**config.mk**
```make
export PLATFORM = sky130hd
export DESIGN_NAME = soc_result_mailbox
export DESIGN_NICKNAME = d
export VERILOG_FILES = /design/src/rtl/soc_mailbox_pkg.sv /design/src/rtl/soc_mailbox_watchdog.sv /design/src/rtl/soc_result_mailbox.sv
export SDC_FILE = /design/constraint.sdc
export NUM_CORES = 1
export LEC_CHECK = 0
export BUFFER_PORTS_ARGS = -buffer_cell sky130_fd_sc_hd__buf_2
export CAP_MARGIN = 20
export CELL_PAD_IN_SITES_DETAIL_PLACEMENT = 0
export CELL_PAD_IN_SITES_GLOBAL_PLACEMENT = 1
export CORE_MARGIN = 4
export CORE_UTILIZATION = 40
export DETAILED_ROUTE_END_ITERATION = 10
export PLACE_DENSITY_LB_ADDON = 0.15
export REMOVE_ABC_BUFFERS = 1
export SLEW_MARGIN = 30
export SYNTH_ARGS = -nofsm -noshare
export SYNTH_HDL_FRONTEND = slang
export SYNTH_SLANG_ARGS = --single-unit
```
**constraint.sdc**
```tcl
create_clock -name clk_i -period 3.2 [get_ports clk_i]
set_clock_uncertainty 0.1 [all_clocks]
set_input_delay 0.16 -clock clk_i [delete_from_list [all_inputs] [get_ports clk_i]]
set_output_delay 0.16 -clock clk_i [all_outputs]
set_load 0.05 [all_outputs]
```
**src/rtl/soc_mailbox_pkg.sv**
```systemverilog
// Shared types, register offsets and byte-merge helper for the SoC result mailbox.
// Optional macro SOC_MAILBOX_ERR_LOG_EN adds the ERRCNT offset to the decode.
package soc_mailbox_pkg;

  typedef enum logic [1:0] {
    IDLE    = 2'd0,
    RUN     = 2'd1,
    DONE    = 2'd2,
    TIMEOUT = 2'd3
  } mbox_state_e;

  localparam logic [4:0] OFF_FLAG   = 5'h00;
  localparam logic [4:0] OFF_RESULT = 5'h04;
  localparam logic [4:0] OFF_CYCLES = 5'h08;
  localparam logic [4:0] OFF_STATUS = 5'h0C;
  localparam logic [4:0] OFF_ERRCNT = 5'h10;

  function automatic logic [31:0] be_merge(input logic [31:0] old_val,
                                           input logic [31:0] wdata,
                                           input logic [3:0]  be);
    logic [31:0] merged;
    merged = old_val;
    for (int i = 0; i < 4; i++) begin
      if (be[i]) merged[8*i +: 8] = wdata[8*i +: 8];
    end
    return merged;
  endfunction

endpackage

```
**src/rtl/soc_mailbox_watchdog.sv**
```systemverilog
// Run-state FSM, saturating RUN cycle counter and watchdog expiry compare.
// Terminal states (DONE/TIMEOUT) hold until reset; done/timeout decode from state.
module soc_mailbox_watchdog
  import soc_mailbox_pkg::*;
#(
  parameter int TIMEOUT_CYCLES = 1500,
  parameter int CNT_W          = 32
) (
  input  logic             clk_i,
  input  logic             rst_i,
  input  logic             fetch_enable_i,
  input  logic             flag_done_i,
  output logic [1:0]       state_o,
  output logic             done_o,
  output logic             timeout_o,
  output logic [CNT_W-1:0] cycle_count_o
);

  localparam logic [CNT_W-1:0] LIMIT = CNT_W'(TIMEOUT_CYCLES - 1);

  mbox_state_e      r_state;
  mbox_state_e      w_state_nxt;
  logic [CNT_W-1:0] r_cnt;
  logic [CNT_W-1:0] w_cnt_nxt;

  always_ff @(posedge clk_i) begin
    if (rst_i) begin
      r_state <= IDLE;
      r_cnt   <= '0;
    end else begin
      r_state <= w_state_nxt;
      r_cnt   <= w_cnt_nxt;
    end
  end

  always_comb begin
    w_state_nxt = r_state;
    w_cnt_nxt   = r_cnt;
    case (r_state)
      IDLE: begin
        if (fetch_enable_i) begin
          w_state_nxt = RUN;
          w_cnt_nxt   = '0;
        end
      end
      RUN: begin
        if (fetch_enable_i && (r_cnt != {CNT_W{1'b1}})) w_cnt_nxt = r_cnt + 1'b1;
        // A completing FLAG write on the expiry edge takes priority over timeout.
        if (flag_done_i)                               w_state_nxt = DONE;
        else if (fetch_enable_i && (r_cnt == LIMIT))   w_state_nxt = TIMEOUT;
      end
      default: begin
        w_state_nxt = r_state;
      end
    endcase
  end

  assign state_o       = r_state;
  assign done_o        = (r_state == DONE);
  assign timeout_o     = (r_state == TIMEOUT);
  assign cycle_count_o = r_cnt;

endmodule

```
**src/rtl/soc_result_mailbox.sv**
```systemverilog
// Memory-mapped result mailbox: bus decode, FLAG/RESULT registers, response pipeline.
// Define SOC_MAILBOX_ERR_LOG_EN to add error_i and the ERRCNT register at 0x10.
module soc_result_mailbox
  import soc_mailbox_pkg::*;
#(
  parameter logic [31:0] BASE_ADDR      = 32'h0000_1000,
  parameter int          TIMEOUT_CYCLES = 1500,
  parameter int          CNT_W          = 32
) (
  input  logic             clk_i,
  input  logic             rst_i,
  input  logic             fetch_enable_i,
`ifdef SOC_MAILBOX_ERR_LOG_EN
  input  logic             error_i,
`endif
  input  logic             data_req_i,
  input  logic             data_we_i,
  input  logic [3:0]       data_be_i,
  input  logic [31:0]      data_addr_i,
  input  logic [31:0]      data_wdata_i,
  output logic             data_gnt_o,
  output logic             data_rvalid_o,
  output logic [31:0]      data_rdata_o,
  output logic [31:0]      mem_flag_o,
  output logic [31:0]      mem_result_o,
  output logic             done_o,
  output logic             timeout_o,
  output logic [CNT_W-1:0] cycle_count_o
);

  logic             w_hit;
  logic [4:0]       w_off;
  logic             w_wr;
  logic             w_flag_wr;
  logic             w_flag_done;
  logic [31:0]      w_flag_new;
  logic [31:0]      w_rd;
  logic [1:0]       w_state;
  logic [CNT_W-1:0] w_cnt;
  logic             w_done;
  logic             w_timeout;
  logic [31:0]      r_flag;
  logic [31:0]      r_result;
  logic             r_rvalid;
  logic [31:0]      r_rdata;

`ifdef SOC_MAILBOX_ERR_LOG_EN
  logic             r_err_d;
  logic [15:0]      r_errcnt;
  assign w_hit = data_req_i && (data_addr_i[31:5] == BASE_ADDR[31:5]);
  assign w_off = data_addr_i[4:0];
`else
  assign w_hit = data_req_i && (data_addr_i[31:4] == BASE_ADDR[31:4]);
  assign w_off = {1'b0, data_addr_i[3:0]};
`endif

  assign w_wr        = w_hit && data_we_i;
  assign w_flag_wr   = w_wr && (w_off == OFF_FLAG);
  assign w_flag_new  = be_merge(r_flag, data_wdata_i, data_be_i);
  assign w_flag_done = w_flag_wr && (w_flag_new != 32'd0);

  soc_mailbox_watchdog #(
    .TIMEOUT_CYCLES (TIMEOUT_CYCLES),
    .CNT_W          (CNT_W)
  ) u_watchdog (
    .clk_i          (clk_i),
    .rst_i          (rst_i),
    .fetch_enable_i (fetch_enable_i),
    .flag_done_i    (w_flag_done),
    .state_o        (w_state),
    .done_o         (w_done),
    .timeout_o      (w_timeout),
    .cycle_count_o  (w_cnt)
  );

  always_comb begin
    w_rd = 32'd0;
    case (w_off)
      OFF_FLAG:   w_rd = r_flag;
      OFF_RESULT: w_rd = r_result;
      OFF_CYCLES: w_rd = 32'(w_cnt);
      OFF_STATUS: w_rd = {28'd0, w_state, w_timeout, w_done};
`ifdef SOC_MAILBOX_ERR_LOG_EN
      OFF_ERRCNT: w_rd = {16'd0, r_errcnt};
`endif
      default:    w_rd = 32'd0;
    endcase
  end

  // Grant edge: register writes and capture of the one-cycle response.
  always_ff @(posedge clk_i) begin
    if (rst_i) begin
      r_flag   <= '0;
      r_result <= '0;
      r_rvalid <= 1'b0;
      r_rdata  <= '0;
    end else begin
      if (w_flag_wr)                            r_flag   <= w_flag_new;
      if (w_wr && (w_off == OFF_RESULT))        r_result <= be_merge(r_result, data_wdata_i, data_be_i);
      r_rvalid <= w_hit;
      r_rdata  <= (w_hit && !data_we_i) ? w_rd : 32'd0;
    end
  end

`ifdef SOC_MAILBOX_ERR_LOG_EN
  always_ff @(posedge clk_i) begin
    if (rst_i) begin
      r_err_d  <= 1'b0;
      r_errcnt <= '0;
    end else begin
      r_err_d <= error_i;
      if (error_i && !r_err_d && (w_state == RUN) && (r_errcnt != 16'hFFFF))
        r_errcnt <= r_errcnt + 16'd1;
    end
  end
`endif

  assign data_gnt_o    = w_hit;
  assign data_rvalid_o = r_rvalid;
  assign data_rdata_o  = r_rdata;
  assign mem_flag_o    = r_flag;
  assign mem_result_o  = r_result;
  assign done_o        = w_done;
  assign timeout_o     = w_timeout;
  assign cycle_count_o = w_cnt;

endmodule

```
; ---- Word level (Yosys, flattened, before mapping)
; Index checks and enable logic that the tools add are counted.
[word_totals]
register_bits = 131
inputBits = 73
out_inout_bits = 132
[op_classes]
add_sub_neg = 1
n_eq_ne = 12
mux = 12
bitwise_logic = 1
n_reduce_logical = 20
[ops]
columns = cell, count
row1 = 32-bit one-hot mux with 4 select lines, 1
row2 = 32-bit 2-to-1 mux, 2
row3 = 32-bit one-hot mux with 2 select lines, 1
row4 = 32-bit by 1-bit adder with 32-bit output (second input constant), 1
row5 = 32-bit by 11-bit == test with 1-bit output (second input constant), 1
row6 = 8-bit 2-to-1 mux, 4
row7 = 32-bit != test (second input constant), 1
row8 = 32-bit nonzero test, 1
row9 = 28-bit by 9-bit == test with 1-bit output (second input constant), 1
row10 = 4-bit == test (second input constant), 2
row11 = 1-bit logical AND, 8
row12 = 2-bit AND reduction, 4
row13 = 2-bit 2-to-1 mux, 3
row14 = 3-bit AND reduction, 2
row15 = 5-bit logical NOT, 1
row16 = 2-bit == test (second input constant), 2
row17 = 4-bit by 3-bit == test with 1-bit output (second input constant), 1
row18 = 2-bit one-hot mux with 2 select lines, 1
row19 = 3-bit by 1-bit != test with 1-bit output (second input constant), 1
row20 = 2-bit by 1-bit == test with 1-bit output (second input constant), 1
row21 = 2-bit logical NOT, 1
row22 = 2-bit by 1-bit != test with 1-bit output (second input constant), 1
row23 = 2-bit != test (second input constant), 1
row24 = 2-bit nonzero test, 1
row25 = 3 further kinds, 3

; ---- Longest topological paths before layout
[depth]
ltp_word = 7
mapped_depth = 8

; ---- Hierarchy
; Synthesis repeated with hierarchy kept, for this count alone.
[unflattened]
hier_cells = 778
area_unflattened_um2 = 6781.5
[modules_own_cells]
columns = mod, n_inst, cells_each, area_per_inst_um2
row1 = soc_result_mailbox, 1, 542, 4902.2
row2 = soc_mailbox_watchdog, 1, 236, 1879.3

; ---- Worst setup path before layout
; No wires, ideal clock.
[synth_timing]
kind = flip-flop to flip-flop
startpoint = register u_watchdog.r_cnt[0] (netlist: u_watchdog.cycle_count_o[0])
endpoint = register u_watchdog.r_cnt[0] (netlist: u_watchdog.cycle_count_o[0])
t_arrival_ns = 2.371
path_slack_ns = 0.659
stages_incl_launch_ff = 9
cell_sequence = dfxtp_1 -> ha_1 -> nand2_1 -> or4_1 -> nor4_2 -> buf_2 -> buf_4 -> o21ai_1 -> a21oi_1
[synth_via]
elab_chain_len = 4
elab_cells_between_ends = 7
cone_classes = add/sub (1) / eq/ne (2) / mux (2) / reduce/logical (2)
[synth_lines]
columns = element, line_no
row1 = start: declaration, soc_mailbox_watchdog.sv:23  ; logic [CNT_W-1:0] r_cnt;
row2 = start signal: assignment, soc_mailbox_watchdog.sv:32  ; r_cnt <= w_cnt_nxt;
row3 = "parallel branches: the longest is 4 deep, another holds 32-bit by 1-bit adder with 32-bit output", n/a
; Parallel ways; which one is timed is not known. The select of a mux whose other input is x is not followed.
; A chain may end at the register's enable or synchronous reset.

; ---- Worst setup path after layout
[layout_timing]
startpoint = register u_watchdog.r_cnt[0] (netlist: u_watchdog.cycle_count_o[0])
endpoint = register u_watchdog.r_cnt[12] (netlist: u_watchdog.cycle_count_o[12])
; The elaborated chain is that of the path after synthesis.

==> metrics.md <==
| Metric | Value |
|---|---|
| R2r endpoint | `u_watchdog.cycle_count_o[12]` |
| GRT Overall Usage | `0.230` |
| Crit Path Category | `flop to flop` |
| Met1 Usage GRT | `0.311` |
| Met2 Usage GRT | `0.363` |
| Critical path peak fanout | `22` |
| Max_cap viols | `0` |
| Vias in the first global route | `5683` |
| Outcome | `complete, no violations` |
| Final worst path period share | `0.831` |
| R2R setup slack | `540 ps` |
| Sequential share of the synthesized area | `0.443` |
| DP HPWL | `14000 um` |
| Slew at the pin with the worst max-slew slack | `822 ps` |
| Area growth, synth to finish | `35.0%` |
| Critical Path Sink Type | `flop` |
| Routed vias | `6000` |
| Family with the most delay on the worst path | `simple AND/OR/NAND/NOR gates` |
| Ports | `205` |
| Worst vdd ir | `0.328 mV` |
| Final worst path period need | `2660 ps` |
| Clk Latency, worst-skew pair | `410 ps` |
| Setup TNS | `0 ps` |
| Row cnt | `44` |
| M3 GR Usage | `0.0589` |
| CP Data Arrival Time | `2840 ps` |
| WP buf/inv | `1` |
| Leakage | `3.29 nW` |
| Post-CTS resize count | `0` |
| Initial core utilization | `0.407` |
| Die H | `130 um` |
| Die width | `130 um` |
| Cell Chain, Critical Path | `ha_1 > nand2_1 > or4_1 > nor4_4 > buf_4 > nor4_1 > mux2i_1` |
| Layout cell share with drive strength beyond 1 | `0.311` |
| Worst-path clk slew | `50 ps` |
| Post-CTS Repair Setup Buffers | `0` |
| Power Density | `465 mW/mm2` |
| GRT Max-Usage Layer | `met2` |
| Pin count of the biggest net entering global routing | `39` |
| Placed Area | `0.00708 mm2` |
| Full die area | `0.0168 mm2` |
| Total CTS buffers | `17` |
| Worst Setup Start Kind | `flop` |
| Worst EP required | `3380 ps` |
| Hold Path Class | `primary input to flop` |
| Max incr delay on CP | `600 ps` |
| Main synth FF type | `dfxtp_1` |
| Iteration-0 DRC count of the detailed router | `556` |
| Yosys cell types | `55` |
| Hold EP | `data_rdata_o[2]` |
| CTS tree | `done` |
| TritonRoute pass-1 iters | `9` |
| Antenna violations before repair | `0` |
| Avg Synthesized Cell Area | `9.56 um2` |
| RSZ-0062 raised after global routing | `no` |
| Final setup violation count | `0` |
| Drt drc | `0` |
| Hold wc startpoint | `data_addr_i[2]` |
| Hold Path Depth | `3` |
| CTS Buffer Depth | `2` |
| Ys Warns | `0` |
| Fraction of registers with async set/reset | `0` |
| Final Core Density | `0.550` |
| Sink Count | `131` |
| Synth Instances | `619` |
| RR Startpoint | `u_watchdog.cycle_count_o[0]` |
| Buffers on Ports | `204` |
| Post-CTS Hold Fix Bufs | `34` |
| Root buffer cell | `clkbuf_16` |
| Flops & latches, synth | `131` |
| Final instance area | `0.00799 mm2` |
| CORE AREA | `0.0145 mm2` |
| GPL Wtd Cong | `0.815` |
| Fin nets | `926` |
| Slew margin rel. | `0.448` |
| Synthesized area | `0.00592 mm2` |
| Antenna Cells | `0` |
| Slew Limit Fails | `0` |
| Slowest cell on crit path | `or4_1` |
| Worst slack, placed | `624 ps` |
| Post-Route WL | `19800 um` |
| H-tree depth | `4` |
| EDFF count, synth | `0` |
| Total power | `3.71 mW` |
| R2R cell count | `7` |
| ANT nets after route | `0` |
| Setup crit start | `u_watchdog.cycle_count_o[0]` |
| Final hold vios | `0` |
| Post-route setup slack | `542 ps` |
| DR vias/cell | `5.73` |
| Max Clk Rate | `376 MHz` |
| First-pass GRT wire length | `30200 um` |
| WL/cell | `18.9 um` |
| GR Overflow Total | `0` |
## worst max-delay path by stage
stage / slack, ps / depth (start not counted) / end
finish: 540 / 7 / u_watchdog.cycle_count_o[12]
global route: 390 / 7 / u_watchdog.cycle_count_o[9]
CTS: 590 / 7 / u_watchdog.cycle_count_o[12]
detailed placement: 620 / 7 / u_watchdog.cycle_count_o[12]
global placement: 630 / 7 / u_watchdog.cycle_count_o[12]
floorplan: -80 / 3 / data_rdata_o[0]
## worst min-delay path, stage by stage
cell and delay (ps):
buf_2 150, a32oi_1 190, a21oi_1 90
## layout make-up
| type | count | area (um2) |
|---|---|---|
| Fill cell | 1371 | 6550 |
| Multi-Input combinational cell | 444 | 3090 |
| Sequential cell | 131 | 2620 |
| Timing Repair Buffer | 249 | 1440 |
| Clock buffer | 26 | 489 |
| Tap cell | 184 | 230 |
| Clock inverter | 5 | 75.1 |
| Inverter | 9 | 33.8 |
## layer usage
metal	share of wire	vias to the layer above
met3	0.096	16
met5	0	-
met4	0.0085	0
met1	0.44	2860
li1	-	2807
met2	0.46	317
## through the flow
step / instances / hold slack, ps
2_1_floorplan: 584 / 129
3_3_place_gp: 983 / 259
3_5_place_dp: 983 / 263
4_1_cts: 1048 / 103
5_1_grt: 1048 / 137
6_report: 1048 / 132
## power breakdown
part | total (mW) | leakage (nW) | switching [mW] | internal, mW
Sequential | 1.64 | 1.05 | 0.00475 | 1.63
Clock | 1.87 | 0.278 | 0.670 | 1.20
Combinational | 0.204 | 1.96 | 0.118 | 0.0867
## layout by cell type (no fill, tap or decap), types with 3 or more instances in the layout
cell type      instances
o21ai_1                7
o31ai_1                9
mux2i_1               70
nor4_1                23
nor3_4                 4
nor2_1               108
nor4b_1                3
and3_1                 4
nor4_4                 8
nor3_1                 7
clkinv_2               3
clkbuf_16             17
and2_1                 4
clkbuf_8               3
dlygate4sd3_1         34
or2_2                  5
o211ai_1               5
a21oi_1               29
or4_1                 13
buf_4                 11
dfxtp_1              131
nor2b_1                3
o21ai_0               10
and4_1                 3
buf_2                204
nand4_1               10
clkbuf_1               6
nand3_1               20
nor4b_4                3
nand2_1               27
inv_1                  8
a22oi_1                4
or3_1                 12
a222oi_1              28
## cell usage after synthesis, types with 5 or more instances
cell | count | area share
clkbuf_1 | 21 | 0.013
nor4_4 | 7 | 0.025
nand4_1 | 10 | 0.011
nor2_1 | 108 | 0.069
a222oi_1 | 28 | 0.047
inv_1 | 8 | 0.0051
buf_2 | 5 | 0.0042
dfxtp_1 | 131 | 0.44
nor3_1 | 7 | 0.0059
or4_1 | 13 | 0.016
mux2i_1 | 70 | 0.12
o211ai_1 | 5 | 0.0063
a21oi_1 | 29 | 0.025
o21ai_0 | 11 | 0.0093
o21ai_1 | 6 | 0.0051
nand2_1 | 27 | 0.017
o31ai_1 | 9 | 0.011
nor4_1 | 23 | 0.024
or2_2 | 5 | 0.0053
or3_1 | 12 | 0.013
nand3_1 | 20 | 0.017
## sequential cells by signal, summed over array words and instances, names as in the netlist
register / cells
mem_flag_o: 32
u_watchdog.state_o: 2
data_rdata_o: 32
mem_result_o: 32
u_watchdog.cycle_count_o: 32
data_rvalid_o: 1
## logic make-up after synthesis
| logic type | share of synthesized area |
|---|---|
| adders and majority gates | 0.00211 |
| xor gates and xnor gates | 0.00296 |
| muxes | 0.120 |
| AOI/OAI and AO/OA | 0.120 |
| and+or+nand+nor | 0.273 |
| buffers and inverters | 0.0379 |
| DFF | 0.443 |
(Power assumes the default switching activity.)
